<file path="src/rtl/pm_vec_pkg.sv">
// pm_vec_pkg: shared definitions for the serial control-vector transmitter.
//   VEC_W           : width of a control vector (16 bits)
//   START_BIT/STOP_BIT : line levels used for the frame delimiters
//   PAR_BITS        : 1 when PM_VEC_TX_PARITY_EN is defined, else 0
//   state_e         : transmitter state encoding (PARITY only with PM_VEC_TX_PARITY_EN)
//   frame_len()     : frame length in clock cycles for a given bit period
package pm_vec_pkg;

    localparam int unsigned VEC_W     = 16;
    localparam logic        START_BIT = 1'b0;
    localparam logic        STOP_BIT  = 1'b1;

`ifdef PM_VEC_TX_PARITY_EN
    localparam int unsigned PAR_BITS = 1;
    typedef enum logic [2:0] {IDLE, START, DATA, PARITY, STOP} state_e;
`else
    localparam int unsigned PAR_BITS = 0;
    typedef enum logic [2:0] {IDLE, START, DATA, STOP} state_e;
`endif

    // start + data + optional parity + stop, each baud_div cycles long
    function automatic int unsigned frame_len(input int unsigned baud_div);
        return (VEC_W + 2 + PAR_BITS) * baud_div;
    endfunction

endpackage

</file>
<file path="src/rtl/pm_baud_tick.sv">
// pm_baud_tick: bit-period counter for pm_vec_tx.
//   clk, rst_n : clock, asynchronous active-low reset
//   clr        : restart the bit period (state change / idle)
//   tick       : counter is at BAUD_DIV-1 (last cycle of the current bit)
//   tick_nxt   : counter will be at BAUD_DIV-1 next cycle
module pm_baud_tick
    import pm_vec_pkg::*;
#(
    parameter int unsigned BAUD_DIV = 4
) (
    input  logic clk,
    input  logic rst_n,
    input  logic clr,
    output logic tick,
    output logic tick_nxt
);

    localparam logic [7:0] LAST = 8'(BAUD_DIV - 1);

    logic [7:0] cnt_q;
    logic [7:0] cnt_d;

    always_comb begin
        if (clr || (cnt_q == LAST)) begin
            cnt_d = '0;
        end else begin
            cnt_d = cnt_q + 8'd1;
        end
    end

    always_ff @(posedge clk or negedge rst_n) begin
        if (!rst_n) begin
            cnt_q <= '0;
        end else begin
            cnt_q <= cnt_d;
        end
    end

    assign tick     = (cnt_q == LAST);
    // Lets the parent register outputs that must line up with the last cycle
    // of a bit period.
    assign tick_nxt = (cnt_d == LAST);

endmodule

</file>
<file path="src/rtl/pm_vec_tx.sv">
// pm_vec_tx: serialises a 16-bit control vector as
//   start(0), 16 data bits LSB first, [even parity], stop(1),
// each bit BAUD_DIV clock cycles long.
// Optional feature: define PM_VEC_TX_PARITY_EN to insert the parity bit.
//   clk, rst_n : clock, asynchronous active-low reset
//   in_valid   : in_data holds a vector to send
//   in_ready   : block accepts a vector this cycle (idle)
//   in_data    : control vector, bit 0 sent first
//   ser_out    : registered serial line, idles at 1
//   busy       : high from the cycle after acceptance through the last stop cycle
//   done       : one-cycle pulse in the last stop cycle
module pm_vec_tx
    import pm_vec_pkg::*;
#(
    parameter int unsigned BAUD_DIV = 4
) (
    input  logic        clk,
    input  logic        rst_n,
    input  logic        in_valid,
    output logic        in_ready,
    input  logic [15:0] in_data,
    output logic        ser_out,
    output logic        busy,
    output logic        done
);

    state_e             state_q, state_d;
    logic [VEC_W-1:0]   shift_q, shift_d;
    logic [3:0]         idx_q, idx_d;
    logic               ser_q, ser_d;
    logic               busy_q, busy_d;
    logic               done_q, done_d;
`ifdef PM_VEC_TX_PARITY_EN
    logic               par_q, par_d;
`endif

    logic clr;
    logic tick;
    logic tick_nxt;

    pm_baud_tick #(
        .BAUD_DIV (BAUD_DIV)
    ) u_baud_tick (
        .clk      (clk),
        .rst_n    (rst_n),
        .clr      (clr),
        .tick     (tick),
        .tick_nxt (tick_nxt)
    );

    assign in_ready = (state_q == IDLE);

    // Next state, shift register and bit index
    always_comb begin
        state_d = state_q;
        shift_d = shift_q;
        idx_d   = idx_q;
`ifdef PM_VEC_TX_PARITY_EN
        par_d   = par_q;
`endif
        unique case (state_q)
            IDLE: begin
                if (in_valid) begin
                    state_d = START;
                    shift_d = in_data;
                    idx_d   = '0;
`ifdef PM_VEC_TX_PARITY_EN
                    par_d   = ^in_data;
`endif
                end
            end
            START: begin
                if (tick) begin
                    state_d = DATA;
                    idx_d   = '0;
                end
            end
            DATA: begin
                if (tick) begin
                    if (idx_q == 4'(VEC_W - 1)) begin
`ifdef PM_VEC_TX_PARITY_EN
                        state_d = PARITY;
`else
                        state_d = STOP;
`endif
                    end else begin
                        idx_d   = idx_q + 4'd1;
                        shift_d = {1'b0, shift_q[VEC_W-1:1]};
                    end
                end
            end
`ifdef PM_VEC_TX_PARITY_EN
            PARITY: begin
                if (tick) begin
                    state_d = STOP;
                end
            end
`endif
            STOP: begin
                if (tick) begin
                    state_d = IDLE;
                end
            end
            default: begin
                state_d = IDLE;
            end
        endcase
        // Holding the counter clear while idle makes every frame start at count 0.
        clr = (state_d != state_q) || (state_q == IDLE);
    end

    // Outputs are computed from the next state so the registered copies line
    // up with the state they describe.
    always_comb begin
        busy_d = (state_d != IDLE);
        done_d = (state_d == STOP) && tick_nxt;
        unique case (state_d)
            START:   ser_d = START_BIT;
            DATA:    ser_d = shift_d[0];
`ifdef PM_VEC_TX_PARITY_EN
            PARITY:  ser_d = par_d;
`endif
            default: ser_d = STOP_BIT;
        endcase
    end

    always_ff @(posedge clk or negedge rst_n) begin
        if (!rst_n) begin
            state_q <= IDLE;
            shift_q <= '0;
            idx_q   <= '0;
            ser_q   <= STOP_BIT;
            busy_q  <= 1'b0;
            done_q  <= 1'b0;
`ifdef PM_VEC_TX_PARITY_EN
            par_q   <= 1'b0;
`endif
        end else begin
            state_q <= state_d;
            shift_q <= shift_d;
            idx_q   <= idx_d;
            ser_q   <= ser_d;
            busy_q  <= busy_d;
            done_q  <= done_d;
`ifdef PM_VEC_TX_PARITY_EN
            par_q   <= par_d;
`endif
        end
    end

    assign ser_out = ser_q;
    assign busy    = busy_q;
    assign done    = done_q;

endmodule

</file>
<file path="config.mk">
export PLATFORM = sky130hd
export DESIGN_NAME = pm_vec_tx
export DESIGN_NICKNAME = d
export VERILOG_FILES = /design/src/rtl/pm_vec_pkg.sv /design/src/rtl/pm_baud_tick.sv /design/src/rtl/pm_vec_tx.sv
export SDC_FILE = /design/constraint.sdc
export NUM_CORES = 1
export LEC_CHECK = 0
export ABC_AREA = 1
export CORE_UTILIZATION = 46
export DETAILED_ROUTE_END_ITERATION = 7
export DONT_BUFFER_PORTS = 1
export HOLD_SLACK_MARGIN = 0.06
export SLEW_MARGIN = 20
export SYNTH_ARGS = -nofsm -noshare
export SYNTH_HDL_FRONTEND = slang
export SYNTH_SLANG_ARGS = --single-unit
</file>
<file path="constraint.sdc">
create_clock -name clk -period 2.2 [get_ports clk]
set_clock_uncertainty 0.2 [all_clocks]
set_input_delay 0.11 -clock clk [delete_from_list [all_inputs] [get_ports clk]]
set_output_delay 0.11 -clock clk [all_outputs]
set_load 0.02 [all_outputs]
</file>
# Word level (Yosys, flattened, before mapping)
# Index checks and enable logic that the tools add are counted.
[totals] regBits=34 in_bits=19 output_inout_bits=4
[op_classes] addsub=2 n_eq_ne=14 muxes=17 reduce_logical=9
[ops] op="16-bit two-way mux" count=3
[ops] op="16-bit one-hot mux with 2 select lines" count=1
[ops] op="8-bit by 2-bit equality test with 1-bit output (second input constant)" count=2
[ops] op="4-bit two-way mux" count=4
[ops] op="3-bit two-way mux" count=5
[ops] op="3-bit by 2-bit equality test with 1-bit output (second input constant)" count=4
[ops] op="3-bit one-hot mux with 4 select lines" count=1
[ops] op="4-bit one-hot mux with 3 select lines" count=1
[ops] op="8-bit by 1-bit adder with 8-bit output (second input constant)" count=1
[ops] op="8-bit two-way mux" count=1
[ops] op="2-bit inequality test (second input constant)" count=4
[ops] op="3-bit by 1-bit equality test with 1-bit output (second input constant)" count=2
[ops] op="3-bit nonzero test" count=2
[ops] op="5-bit AND reduction" count=1
[ops] op="4-bit by 1-bit adder with 4-bit output (second input constant)" count=1
[ops] op="4-bit equality test (second input constant)" count=1
[ops] op="4-bit AND reduction" count=1
[ops] op="3-bit zero test" count=1
[ops] op="3-bit inequality test" count=1
[ops] op="1-bit logical OR" count=2
[ops] op="1-bit one-hot mux with 2 select lines" count=1
[ops] op="2-bit nonzero test" count=1
[ops] op="1-bit logical AND" count=1

# Longest topological paths before layout
[depth] ltp_word=10 mapped_depth=12

# By module
# A second synthesis with hierarchy kept.
[hier_totals] hier_cells=239 hier_area_um2=1869.3
[modules_own_cells] mod="pm_vec_tx" n_inst=1 cells_each=161 area_per_inst_um2=1296.2 seq_area_each_um2=651.9
[modules_own_cells] mod="pm_baud_tick" n_inst=1 cells_each=78 area_per_inst_um2=573.0 seq_area_each_um2=200.2

# Worst setup path before layout
# Ideal clock, no wire load.
[synth_path] kind="register -> register" start="register u_baud_tick.cnt_q[0]" end="register shift_q[11]" setup_ns=0.139 t_arrival_ns=1.334 t_required_ns=1.861 path_slack_ns=0.527 stages_incl_launch_ff=7 path_buffers=0 period_less_slack_ns=1.673 path_cell_list="dfrtp_1 ha_1 nand2_1 nor2_4 nand2_4 o22ai_1 o211ai_1"
[synth_via] elab_chain_cells=3
[synth_rtl] element="start, declared" line_no="pm_baud_tick.sv:20" rtl="logic [7:0] cnt_q;"
[synth_rtl] element="start signal, assigned" line_no="pm_baud_tick.sv:35" rtl="cnt_q <= cnt_d;"
[synth_rtl] element="8-bit by 2-bit equality test with 1-bit output" line_no="pm_baud_tick.sv:39" rtl="assign tick = (cnt_q == LAST);"
[synth_rtl] element="2-bit inequality test (no source line)"
[synth_rtl] element="4-bit AND reduction (no source line)"
[synth_rtl] element="end signal, assigned" line_no="pm_vec_tx.sv:140" rtl="shift_q <= shift_d;"
[synth_rtl] element="end, declared" line_no="pm_vec_tx.sv:28" rtl="logic [VEC_W-1:0] shift_q, shift_d;"
# Every way passes these cells.
# A chain may end at the register's enable or synchronous reset.

# Worst setup path after layout
[layout_path] start="register state_q[0]" end="register shift_q[3]"
[layout_via] elab_chain_cells=3 word_cells_on_any_way=8 cone_classes="4 x eq/ne; 1 x mux; 3 x reduce/logical"
[layout_rtl] element="start, declared" line_no="pm_vec_tx.sv:27" rtl="state_e state_q, state_d;"
[layout_rtl] element="start signal, assigned" line_no="pm_vec_tx.sv:139" rtl="state_q <= state_d;"
[layout_rtl] element="3-bit by 2-bit equality test with 1-bit output or 3-bit zero test (tied branches)" line_no="pm_vec_tx.sv:61" rtl="unique case (state_q)"
[layout_rtl] element="2-bit inequality test (no source line) or 2-bit nonzero test (tied branches)"
[layout_rtl] element="4-bit AND reduction (no source line)"
# Several ways; a longest one is shown, not always the timed one.

==> flow_metrics.py <==
metrics = {
    "logic_synthesis": {
        "yosys.area.top_type_share_pct": 48.3,
        "synth-compound-area-share_pct": 9.51,
        "synth_top_family_by_area": "simple AND/OR/NAND/NOR gates",
        "ys_seq_elements": 34,
        "syn_inst": 217,
        "synthAdderAreaFrac_pct": 1.46,
        "avgSynthCellArea_um2": 7.88,
        "ys_seq_area_share_pct": 49.8,
        "ys_types": 25,
        "synthSimpleGateAreaFrac_pct": 28.0,
        "syn_area_um2": 1710,
        "yosys.area.top_type": "dfrtp_1",
        "yosysWarnings": 0,
        "synth_area_leaders": "dfrtp_1 (48%), nand2_1 (15%), inv_1 (7.7%), o211ai_1 (5.7%), nor2_1 (4.8%)",
        "synth_fp_nets": 238,
        "muxShareOfSynthArea_pct": 0.585,
        "synth-xor-area-share_pct": 1.54,
    },
    "global_routing": {
        "antenna_found_initial": 0,
        "grt_usage_pct": 21.3,
        "grt_remaining_overflow": 0,
        "grt_pass1_vias": 1547,
        "grt_pass1_wl_um": 6620,
        "grt_max_degree": 35,
    },
    "sta": {
        "finalCriticalPeriod_ns": 2.01,
        "setup-violations-final": 0,
        "rsz0062_at_grt": "false",
        "setup_slack_ns": 0.193,
        "slew_viol_final": 0,
        "max_freq_mhz": 498,
        "hold_viol_final": 0,
        "fin_crit_sh_pct": 91.2,
        "fin_setup_tns_ns": 0,
    },
    "worst_setup_path": {
        "path_cells": "nor2_1 -> nand2_2 -> nor2_4 -> nand2_1 -> dlygate4sd3_1 -> o211ai_1",
        "slowest_delay_ns": 0.56,
        "critPathKind": "flop to flop",
        "cp_data_required_time_ns": 2.19,
        "critical_path.slowest_cell": "dlygate4sd3_1",
        "endpoint_kind": "flop",
        "path_max_fanout": 8,
        "worst_setup_path_start_kind": "flop",
        "arrival_ns": 2.00,
    },
    "detailed_routing": {
        "totalWireLength_um": 3720,
        "vias": 1516,
        "viasPerCell": 5.09,
        "drt-pass1-iter-count": 4,
        "remaining_drc_errors": 0,
        "avgRoutedWirePerCell_um": 12.5,
        "first_iter_violations": 78,
        "ant_nets": 0,
    },
    "clocking": {
        "numCtsBuffers": 5,
        "cts_sinks": 34,
        "path_clk_slew_ns": 0.07,
        "ctsLongestPathBuffers": 2,
        "cts_tree": "built",
        "clk_latency_ns": 0.28,
        "root_buffer": "clkbuf_8",
        "cts-htree-levels": 2,
    },
    "die": {
        "die_w_um": 63.0,
        "std_cell_rows": 21,
        "dieArea_um2": 3970,
        "core-area_um2": 3440,
        "initial_core_util_pct": 49.7,
        "ios": 23,
        "die_h_um": 63.0,
    },
    "finish": {
        "num_antenna_cells": 0,
        "layout_commonest_cell": "nand2_1",
        "layout.nets": 272,
        "register_area_um2": 852,
        "layout-drive-gt1-share_pct": 9.13,
        "multi_input_area_um2": 714,
        "fill_cells": 309,
        "final_cell_mix": "nand2_1 (67), inv_1 (35), dfrtp_1 (33), dlygate4sd3_1 (23), nor2_1 (22)",
        "syn_to_final_growth_pct": 25.0,
    },
    "placed_design": {
        "hpwlAfterDp_um": 2460,
        "port_buffers": 0,
        "gp_congestion": 0.892,
        "pre_cts_slack_ns": 0.266,
    },
    "run": {
        "maxCapViolations": 0,
    },
    "power_and_ir_drop": {
        "ir_drop_v": 0.000388,
        "power.density_nw_per_um2": 696,
        "p_leak_uw": 0.00104,
    },
    "run_status": {
        "status": "finished, final reports clean",
    },
    "min_path": {
        "hold_path.class": "primary input to asynchronous set/reset pin",
    },
}
[power breakdown]
group	switching [µW]	internal [µW]	total [µW]
clock network	211	252	463
registers	53.4	716	770
logic	145	111	256
[worst max-delay path, delay by kind of cell (launching register included)]
family	cells	cell delay, ns
compound gates	1	0.10
buf+inv	1	0.56
flops	1	0.42
simple gates	4	0.63
[registers in the layout, summed over array words and instances (netlist names)]
name	count
ser_out	1
state_q	3
shift_q	16
u_baud_tick.cnt_q	8
idx_q	4
busy	1
done	1
[metrics by stage]
step | total power, µW | cell area [µm²] | std cells | utilization (%) | hold WS [ns]
finish | 1490 | 2140 | 298 | 62.1 | 0.0812
CTS | 1500 | 2110 | 295 | 61.3 | 0.0787
floorplan | 922 | 1710 | 217 | - | -0.386
global route | 1580 | 2140 | 298 | 62.1 | 0.115
detailed placement | 971 | 1770 | 263 | 51.3 | -0.385
global placement | 964 | 1770 | 263 | 51.3 | -0.385
[cell usage after synthesis, drive strengths merged]
library cell / n
a21oi: 6
a22o: 1
buf: 2
conb: 1
dfrtp: 33
dfstp: 1
ha: 2
inv: 36
mux2i: 1
nand2: 71
nand3: 12
nand4: 2
nor2: 26
nor3: 2
o211ai: 13
o21ai: 4
o22ai: 1
xnor2: 1
xor2: 2
[worst paths after layout]
check | depth (start not counted) | end | from | slack [ns]
setup / recovery | 6 | shift_q[3] | state_q[0] | 0.19
hold / removal | 2 | u_baud_tick.cnt_q[1] | rst_n | 0.08
setup reg to reg | 6 | shift_q[3] | state_q[0] | 0.19
hold reg to reg | 1 | u_baud_tick.cnt_q[0] | u_baud_tick.cnt_q[0] | 0.29
max in group asynchronous | 2 | ser_out | rst_n | 1.47
min in group clk | 5 | idx_q[3] | in_valid | 0.08
[final cells by class]
cell class | instances | area share, %
flip-flops and latches | 34 | 39.8
inverters | 36 | 6.32
repair buffers | 29 | 13.5
well taps | 46 | 2.69
multi-input cells | 145 | 33.4
clock inverters | 1 | 0.234
clock buffers | 7 | 4.04
[per-layer routing]
metal,routed length [µm],vias to the layer above,GRT usage [%]
met3,166,7,4.01
met5,0,-,0
met4,64,0,11.6
met1,1590,715,26.0
met2,1900,52,35.1
li1,-,742,-
[what timing repair did]
action	4_1_cts	5_1_grt
endpoints found under the hold margin	51	0
setup buffers	0	3
endpoints found under the setup margin	0	5
hold buffers	24	0
gates resized for setup	0	2
[cell families after synthesis]
kind of cell | Yosys count
AO/OA/AOI/OAI | 25
XOR/XNOR | 3
adder cells (fa/ha/maj) | 2
buffers and inverters | 38
flip-flops | 34
multiplexers | 1
other | 1
AND/OR/NAND/NOR | 113
(Power assumes the default switching activity.)
